==> src/rtl/axis_pattern_gen_if.sv <==
// AXI4-Stream bundle carried from the pattern generator
// to the write master.
interface axis_pattern_gen_if #(
  parameter int DATA_WIDTH = 64
);
  logic                    tvalid;
  logic                    tready;
  logic [DATA_WIDTH-1:0]   tdata;
  logic [DATA_WIDTH/8-1:0] tstrb;
  logic                    tlast;

  modport master (
    output tvalid, tdata, tstrb, tlast,
    input  tready
  );

  modport slave (
    input  tvalid, tdata, tstrb, tlast,
    output tready
  );
endinterface

==> src/rtl/axis_pattern_gen.sv <==
// AXI4-Stream test-pattern source: NBURST bursts of
// BURST_LENGTH+1 beats, with stall and beat counters.
module axis_pattern_gen #(
  parameter int DATA_WIDTH   = 64,
  parameter int BURST_LENGTH = 7
) (
  input  logic               clk,
  input  logic               rst,
  input  logic               START_REG,
  input  logic [31:0]        NBURST_REG,
  input  logic [1:0]         MODE_REG,
  input  logic [31:0]        SEED_REG,
  axis_pattern_gen_if.master m_axis,
  output logic               trigger,
  output logic               busy,
  output logic               done,
  output logic [31:0]        STALL_CNT_REG,
  output logic [31:0]        BEAT_CNT_REG
);
  localparam int          LANES = DATA_WIDTH / 32;
  localparam logic [31:0] POLY  = 32'h8020_0003;
  localparam logic [31:0] BLAST = 32'(BURST_LENGTH);

  typedef enum logic [1:0] {
    IDLE, LOAD, RUN, DONE_ST
  } state_e;

  state_e state_q, state_d;

  logic [31:0] nburst_q, nburst_d;
  logic [31:0] seed_q, seed_d;
  logic [1:0]  mode_q, mode_d;
  logic [31:0] idx_q, idx_d;
  logic [31:0] lfsr_q, lfsr_d;
  logic [31:0] beat_q, beat_d;
  logic [31:0] burst_q, burst_d;
  logic [31:0] beats_q, beats_d;
  logic [31:0] stall_q, stall_d;

  logic                  valid;
  logic                  hs;
  logic                  last_beat;
  logic                  last_burst;
  logic [31:0]           word;
  logic [DATA_WIDTH-1:0] pat;

  assign hs         = valid & m_axis.tready;
  assign last_beat  = (beat_q == BLAST);
  assign last_burst = (burst_q == nburst_q - 32'd1);

  always_ff @(posedge clk) begin
    if (rst) state_q <= IDLE;
    else     state_q <= state_d;
  end

  // An abort waits for the pending beat, so it shares the hs path.
  always_comb begin
    state_d = state_q;
    case (state_q)
      IDLE:
        if (START_REG) state_d = LOAD;
      LOAD:
        state_d = (NBURST_REG == '0) ? DONE_ST : RUN;
      RUN:
        if (hs) begin
          if (!START_REG)
            state_d = IDLE;
          else if (last_beat && last_burst)
            state_d = DONE_ST;
        end
      DONE_ST:
        if (!START_REG) state_d = IDLE;
      default:
        state_d = IDLE;
    endcase
  end

  always_comb begin
    valid   = 1'b0;
    trigger = 1'b0;
    busy    = 1'b0;
    done    = 1'b0;
    case (state_q)
      LOAD: begin
        trigger = 1'b1;
        busy    = 1'b1;
      end
      RUN: begin
        valid   = 1'b1;
        trigger = 1'b1;
        busy    = 1'b1;
      end
      DONE_ST: begin
        trigger = 1'b1;
        busy    = 1'b1;
        done    = 1'b1;
      end
      default: ;
    endcase
  end

  always_comb begin
    nburst_d = nburst_q;
    seed_d   = seed_q;
    mode_d   = mode_q;
    idx_d    = idx_q;
    lfsr_d   = lfsr_q;
    beat_d   = beat_q;
    burst_d  = burst_q;
    beats_d  = beats_q;
    stall_d  = stall_q;
    if (state_q == LOAD) begin
      nburst_d = NBURST_REG;
      seed_d   = SEED_REG;
      mode_d   = MODE_REG;
      idx_d    = '0;
      lfsr_d   = (SEED_REG == '0) ? 32'd1 : SEED_REG;
      beat_d   = '0;
      burst_d  = '0;
      beats_d  = '0;
      stall_d  = '0;
    end else if (hs) begin
      idx_d   = idx_q + 32'd1;
      lfsr_d  = (lfsr_q >> 1) ^ (lfsr_q[0] ? POLY : '0);
      beats_d = beats_q + 32'd1;
      if (last_beat) begin
        beat_d  = '0;
        burst_d = burst_q + 32'd1;
      end else begin
        beat_d  = beat_q + 32'd1;
      end
    end else if (valid && stall_q != '1) begin
      stall_d = stall_q + 32'd1;
    end
  end

  always_ff @(posedge clk) begin
    if (rst) begin
      nburst_q <= '0;
      seed_q   <= '0;
      mode_q   <= '0;
      idx_q    <= '0;
      lfsr_q   <= '0;
      beat_q   <= '0;
      burst_q  <= '0;
      beats_q  <= '0;
      stall_q  <= '0;
    end else begin
      nburst_q <= nburst_d;
      seed_q   <= seed_d;
      mode_q   <= mode_d;
      idx_q    <= idx_d;
      lfsr_q   <= lfsr_d;
      beat_q   <= beat_d;
      burst_q  <= burst_d;
      beats_q  <= beats_d;
      stall_q  <= stall_d;
    end
  end

  always_comb begin
    case (mode_q)
      2'd0:    word = seed_q + idx_q;
      2'd1:    word = lfsr_q;
      2'd2:    word = ~(seed_q + idx_q);
      default: word = seed_q;
    endcase
  end

  for (genvar k = 0; k < LANES; k++) begin : g_lane
    assign pat[32*k +: 32] = word ^ 32'(k);
  end

  assign m_axis.tvalid = valid;
  assign m_axis.tdata  = valid ? pat : '0;
  assign m_axis.tstrb  = {(DATA_WIDTH/8){valid}};
  assign m_axis.tlast  = valid & last_beat;

  assign STALL_CNT_REG = stall_q;
  assign BEAT_CNT_REG  = beats_q;
endmodule

==> src/flat_wrapper.sv <==
// flat-port wrapper written by rule: the top's interface ports become plain ports
module axis_pattern_gen_flat 
#(
  parameter int DATA_WIDTH   = 64,
  parameter int BURST_LENGTH = 7
)
  (clk, rst, START_REG, NBURST_REG, MODE_REG, SEED_REG, trigger, busy, done, STALL_CNT_REG, BEAT_CNT_REG, m_axis_tvalid, m_axis_tdata, m_axis_tstrb, m_axis_tlast, m_axis_tready);
  axis_pattern_gen_if #(.DATA_WIDTH(DATA_WIDTH)) m_axis_i ();
  input  logic clk;
  input  logic rst;
  input  logic START_REG;
  input  logic [31:0] NBURST_REG;
  input  logic [1:0] MODE_REG;
  input  logic [31:0] SEED_REG;
  output logic trigger;
  output logic busy;
  output logic done;
  output logic [31:0] STALL_CNT_REG;
  output logic [31:0] BEAT_CNT_REG;
  output wire logic [$bits(m_axis_i.tvalid)-1:0] m_axis_tvalid;
  output wire logic [$bits(m_axis_i.tdata)-1:0] m_axis_tdata;
  output wire logic [$bits(m_axis_i.tstrb)-1:0] m_axis_tstrb;
  output wire logic [$bits(m_axis_i.tlast)-1:0] m_axis_tlast;
  input wire logic [$bits(m_axis_i.tready)-1:0] m_axis_tready;
  assign m_axis_tvalid = m_axis_i.tvalid;
  assign m_axis_tdata = m_axis_i.tdata;
  assign m_axis_tstrb = m_axis_i.tstrb;
  assign m_axis_tlast = m_axis_i.tlast;
  assign m_axis_i.tready = m_axis_tready;
  axis_pattern_gen #(.DATA_WIDTH(DATA_WIDTH), .BURST_LENGTH(BURST_LENGTH)) u_core (.clk(clk), .rst(rst), .START_REG(START_REG), .NBURST_REG(NBURST_REG), .MODE_REG(MODE_REG), .SEED_REG(SEED_REG), .m_axis(m_axis_i), .trigger(trigger), .busy(busy), .done(done), .STALL_CNT_REG(STALL_CNT_REG), .BEAT_CNT_REG(BEAT_CNT_REG));
endmodule
==> config.mk <==
export PLATFORM = sky130hd
export DESIGN_NAME = axis_pattern_gen_flat
export DESIGN_NICKNAME = d
export VERILOG_FILES = /design/src/rtl/axis_pattern_gen_if.sv /design/src/rtl/axis_pattern_gen.sv /design/src/flat_wrapper.sv
export SDC_FILE = /design/constraint.sdc
export NUM_CORES = 1
export LEC_CHECK = 0
export CAP_MARGIN = 30
export CORE_ASPECT_RATIO = 1.75
export CORE_MARGIN = 3
export CORE_UTILIZATION = 50
export CTS_CLUSTER_SIZE = 10
export DETAILED_ROUTE_END_ITERATION = 8
export GPL_TIMING_DRIVEN = 0
export PLACE_DENSITY = 0.7
export SLEW_MARGIN = 20
export SYNTH_ARGS = -nofsm -noshare
export SYNTH_HDL_FRONTEND = slang
export SYNTH_SLANG_ARGS = --single-unit
==> constraint.sdc <==
create_clock -name clk -period 8.38 [get_ports clk]
set_input_delay 1.676 -clock clk [delete_from_list [all_inputs] [get_ports clk]]
set_output_delay 1.676 -clock clk [all_outputs]
set_load 0.01 [all_outputs]
==> results.toml <==
[clock_tree]
cts_htree_levels = 1
postCtsSetupRepairBufs = 0
cts_resized = 0
clkLatencyLatePin_ps = 560
cts_tree = "yes"
clk_pin_slew_worst_paths_ps = 60
ctsHoldBuffers = 0
cts.sinks = 260
clock-root-buffer = "clkbuf_16"
clockBufferDepth = 3
cts_inserted_buffers = 30

[timing]
period_share = 0.802
setup_viol = 0
fin_crit_ps = 6720
worst-slew-pin-transition_ps = 945
rsz0062_at_grt = "no"
maxSlewHeadroom = 0.364
skew_ps = 10.1
fmax_ghz = 0.149
finalSetupTns_ps = 0
finalHoldViolations = 0
maxSlewViolCount = 0

[worst_hold_path]
hold_path.class = "register to register"

[worst_setup_path]
cp_max_fo = 4
start_kind = "register"
required_ps = 6700
worstSetupEndpointType = "primary output"
crit_type = "register to primary output"
cp.arrival_ps = 5050

[global_routing]
first_global_vias = 14300
antenna_found_initial = 0
grt_max_degree = 19
grt_use_total = 0.295
grt_pass1_wl_mm = 73.9
overflow = 0

[synthesis]
yosys_warnings = 0
ys_seq_area_frac = 0.358
yosysTopAreaCell = "dfxtp_1"
synth.net_count = 1992
netlist_area_mm2 = 0.0145
synth_flop_cell = "dfxtp_1"
yosysUniqueCellTypes = 62
synthTopCellsByArea = "dfxtp_1, xor2_1, nand2_1"
synthCells = 1884
ys_ff_latch = 260
synthArstFlopShare = 0
avgSynthCellArea_um2 = 7.71
synth_edf_count = 0
synth_top_area_frac = 0.358

[floorplan]
dieArea_mm2 = 0.0312
die-height_um = 231
dieWidth_um = 135
start_util = 0.514
ios = 211
core-area_mm2 = 0.0283
rows = 81

[layout]
drive_gt1_frac = 0.0432
nets = 2234
stdcell_area_mm2 = 0.0179
final_cells = 2502
insertedDiodeCount = 0
areaGrowthSynthToFinish_pct = 23.2
final_core_util = 0.633

[pwr]
p_sw_uw = 732
p_int_uw = 2050
irDropWorstVdd_uv = 151
powerDensity_mw_per_mm2 = 156
p_seq_frac = 0.462
p_leak_uw = 0.00643
swShare = 0.263
comb_power_share = 0.126
clockPowerShare = 0.412

[route]
wirelength_mm = 47.5
vias_per_cell = 5.83
vias = 14600
ant_nets = 0
drc = 0
first_pass_iters = 5
drt_iter0_markers = 826
wl_per_cell_um = 19.0

[run_status]
status = "finished, final reports clean"

[placed_design]
dp.cells = 2467
globalplace.congestion = 0.972
detailed_place.area_mm2 = 0.0171
dpl.hpwl_mm = 36.6
portBuffers = 210

[job]
maxCapViolCount = 0
[routing by layer]
metal,up-vias,track usage,wire [µm]
met5,-,0,0
met4,0,0.187,3190
met3,174,0.0367,2200
met2,483,0.555,25100
met1,6930,0.302,17000
li1,6994,-,-
[state kept, by name, summed over array words and instances, names as in the netlist]
name and cells:
u_core.burst_q 32, u_core.beat_q 32, u_core.BEAT_CNT_REG 32, u_core.lfsr_q 32, u_core.nburst_q 32, u_core.idx_q 32, u_core.mode_q 2, u_core.seed_q 32
u_core.state_q 2, u_core.STALL_CNT_REG 32
[cells by family (layout without fill, tap and decap cells)]
logic type / after synthesis / after routing / synth area share
AND/OR/NAND/NOR: 863 / 863 / 0.281
AO/OA/AOI/OAI: 358 / 358 / 0.149
flip-flops: 260 / 260 / 0.358
XOR/XNOR: 203 / 203 / 0.122
buffers and inverters: 155 / 400 / 0.0505
adder cells (fa/ha/maj): 38 / 38 / 0.0333
multiplexers: 7 / 7 / 0.00491
[per-stage QoR]
step | hold WS [ps] | setup WS (ps) | power (µW)
4_1_cts | 469 | 1640 | 2800
3_3_place_gp | 454 | 2300 | 1650
3_5_place_dp | 461 | 2280 | 1660
5_1_grt | 489 | 1450 | 2880
6_report | 474 | 1660 | 2790
2_1_floorplan | 448 | 3340 | 1520
[final timing paths]
kind | from | slack (ps) | cells past startpoint | end
hold reg to reg | u_core.nburst_q[31] | 470 | 2 | u_core.nburst_q[31]
setup reg to reg | u_core.state_q[1] | 4900 | 11 | u_core.burst_q[31]
setup / recovery | u_core.idx_q[0] | 1660 | 15 | m_axis_tdata[56]
hold / removal | u_core.nburst_q[31] | 470 | 2 | u_core.nburst_q[31]
[critical path, cell delays in order (launching register included)]
cell and delay, ps:
dfxtp_1 340, ha_1 230, fa_1 410, and2_1 210
o2111a_1 260, o21a_1 230, o21ai_0 300, o21ai_0 240
a21oi_1 500, o21ai_0 210, xnor2_1 170, nor2_1 70
o21bai_1 190, a211oi_1 410, buf_4 180, clkdlybuf4s50_1 530
[power groups by stage]
stage          Combinational [µW]  Sequential [µW]  Clock (µW)
6_report                      350             1290        1150
5_1_grt                       380             1290        1210
4_1_cts                       348             1290        1170
2_1_floorplan                 219             1300           0
3_5_place_dp                  346             1310           0
3_3_place_gp                  341             1310           0
[area by class of cell]
| cell class | count | area (µm²) |
|---|---|---|
| plain buffers | 133 | 651 |
| clock buffers | 34 | 787 |
| clock inverters | 1 | 8.76 |
| fillers | 2585 | 10400 |
| inverters | 22 | 82.6 |
| multi-input cells | 1469 | 8590 |
| flip-flops and latches | 260 | 5200 |
| well taps | 373 | 467 |
| repair buffers | 210 | 2100 |
[Yosys cell counts (9+ instances only)]
library cell and number:
or4_1 10, o21bai_1 10, xnor2_1 76, a211oi_1 23
ha_1 37, xor2_1 127, and2_1 22, clkbuf_1 80
dfxtp_1 260, a311oi_1 32, or3_1 29, nor2b_1 9
nor4_1 31, buf_4 40, nor3_1 38, and3_1 28
and4_1 13, buf_1 12, nand2_1 295, o21ai_0 66
nand3_1 56, a21o_1 14, nand2b_1 11, a21oi_1 158
inv_1 22, o22ai_1 12, a31oi_1 9, nand4_1 55
nor2_1 240
[cells in the final DEF, fill, tap and decap left out, types with 10 or more instances in the layout]
| cell type | count |
|---|---|
| a211oi_1 | 23 |
| a21o_1 | 14 |
| a21oi_1 | 158 |
| a311oi_1 | 32 |
| and2_1 | 22 |
| and3_1 | 28 |
| and4_1 | 13 |
| buf_1 | 12 |
| buf_4 | 40 |
| clkbuf_1 | 83 |
| clkbuf_16 | 31 |
| clkdlybuf4s50_1 | 210 |
| dfxtp_1 | 260 |
| ha_1 | 37 |
| inv_1 | 22 |
| nand2_1 | 295 |
| nand2b_1 | 11 |
| nand3_1 | 56 |
| nand4_1 | 55 |
| nor2_1 | 240 |
| nor3_1 | 38 |
| nor4_1 | 31 |
| o21ai_0 | 66 |
| o21bai_1 | 10 |
| o22ai_1 | 12 |
| or3_1 | 29 |
| or4_1 | 10 |
| xnor2_1 | 76 |
| xor2_1 | 127 |
(Power assumes the default switching activity.)
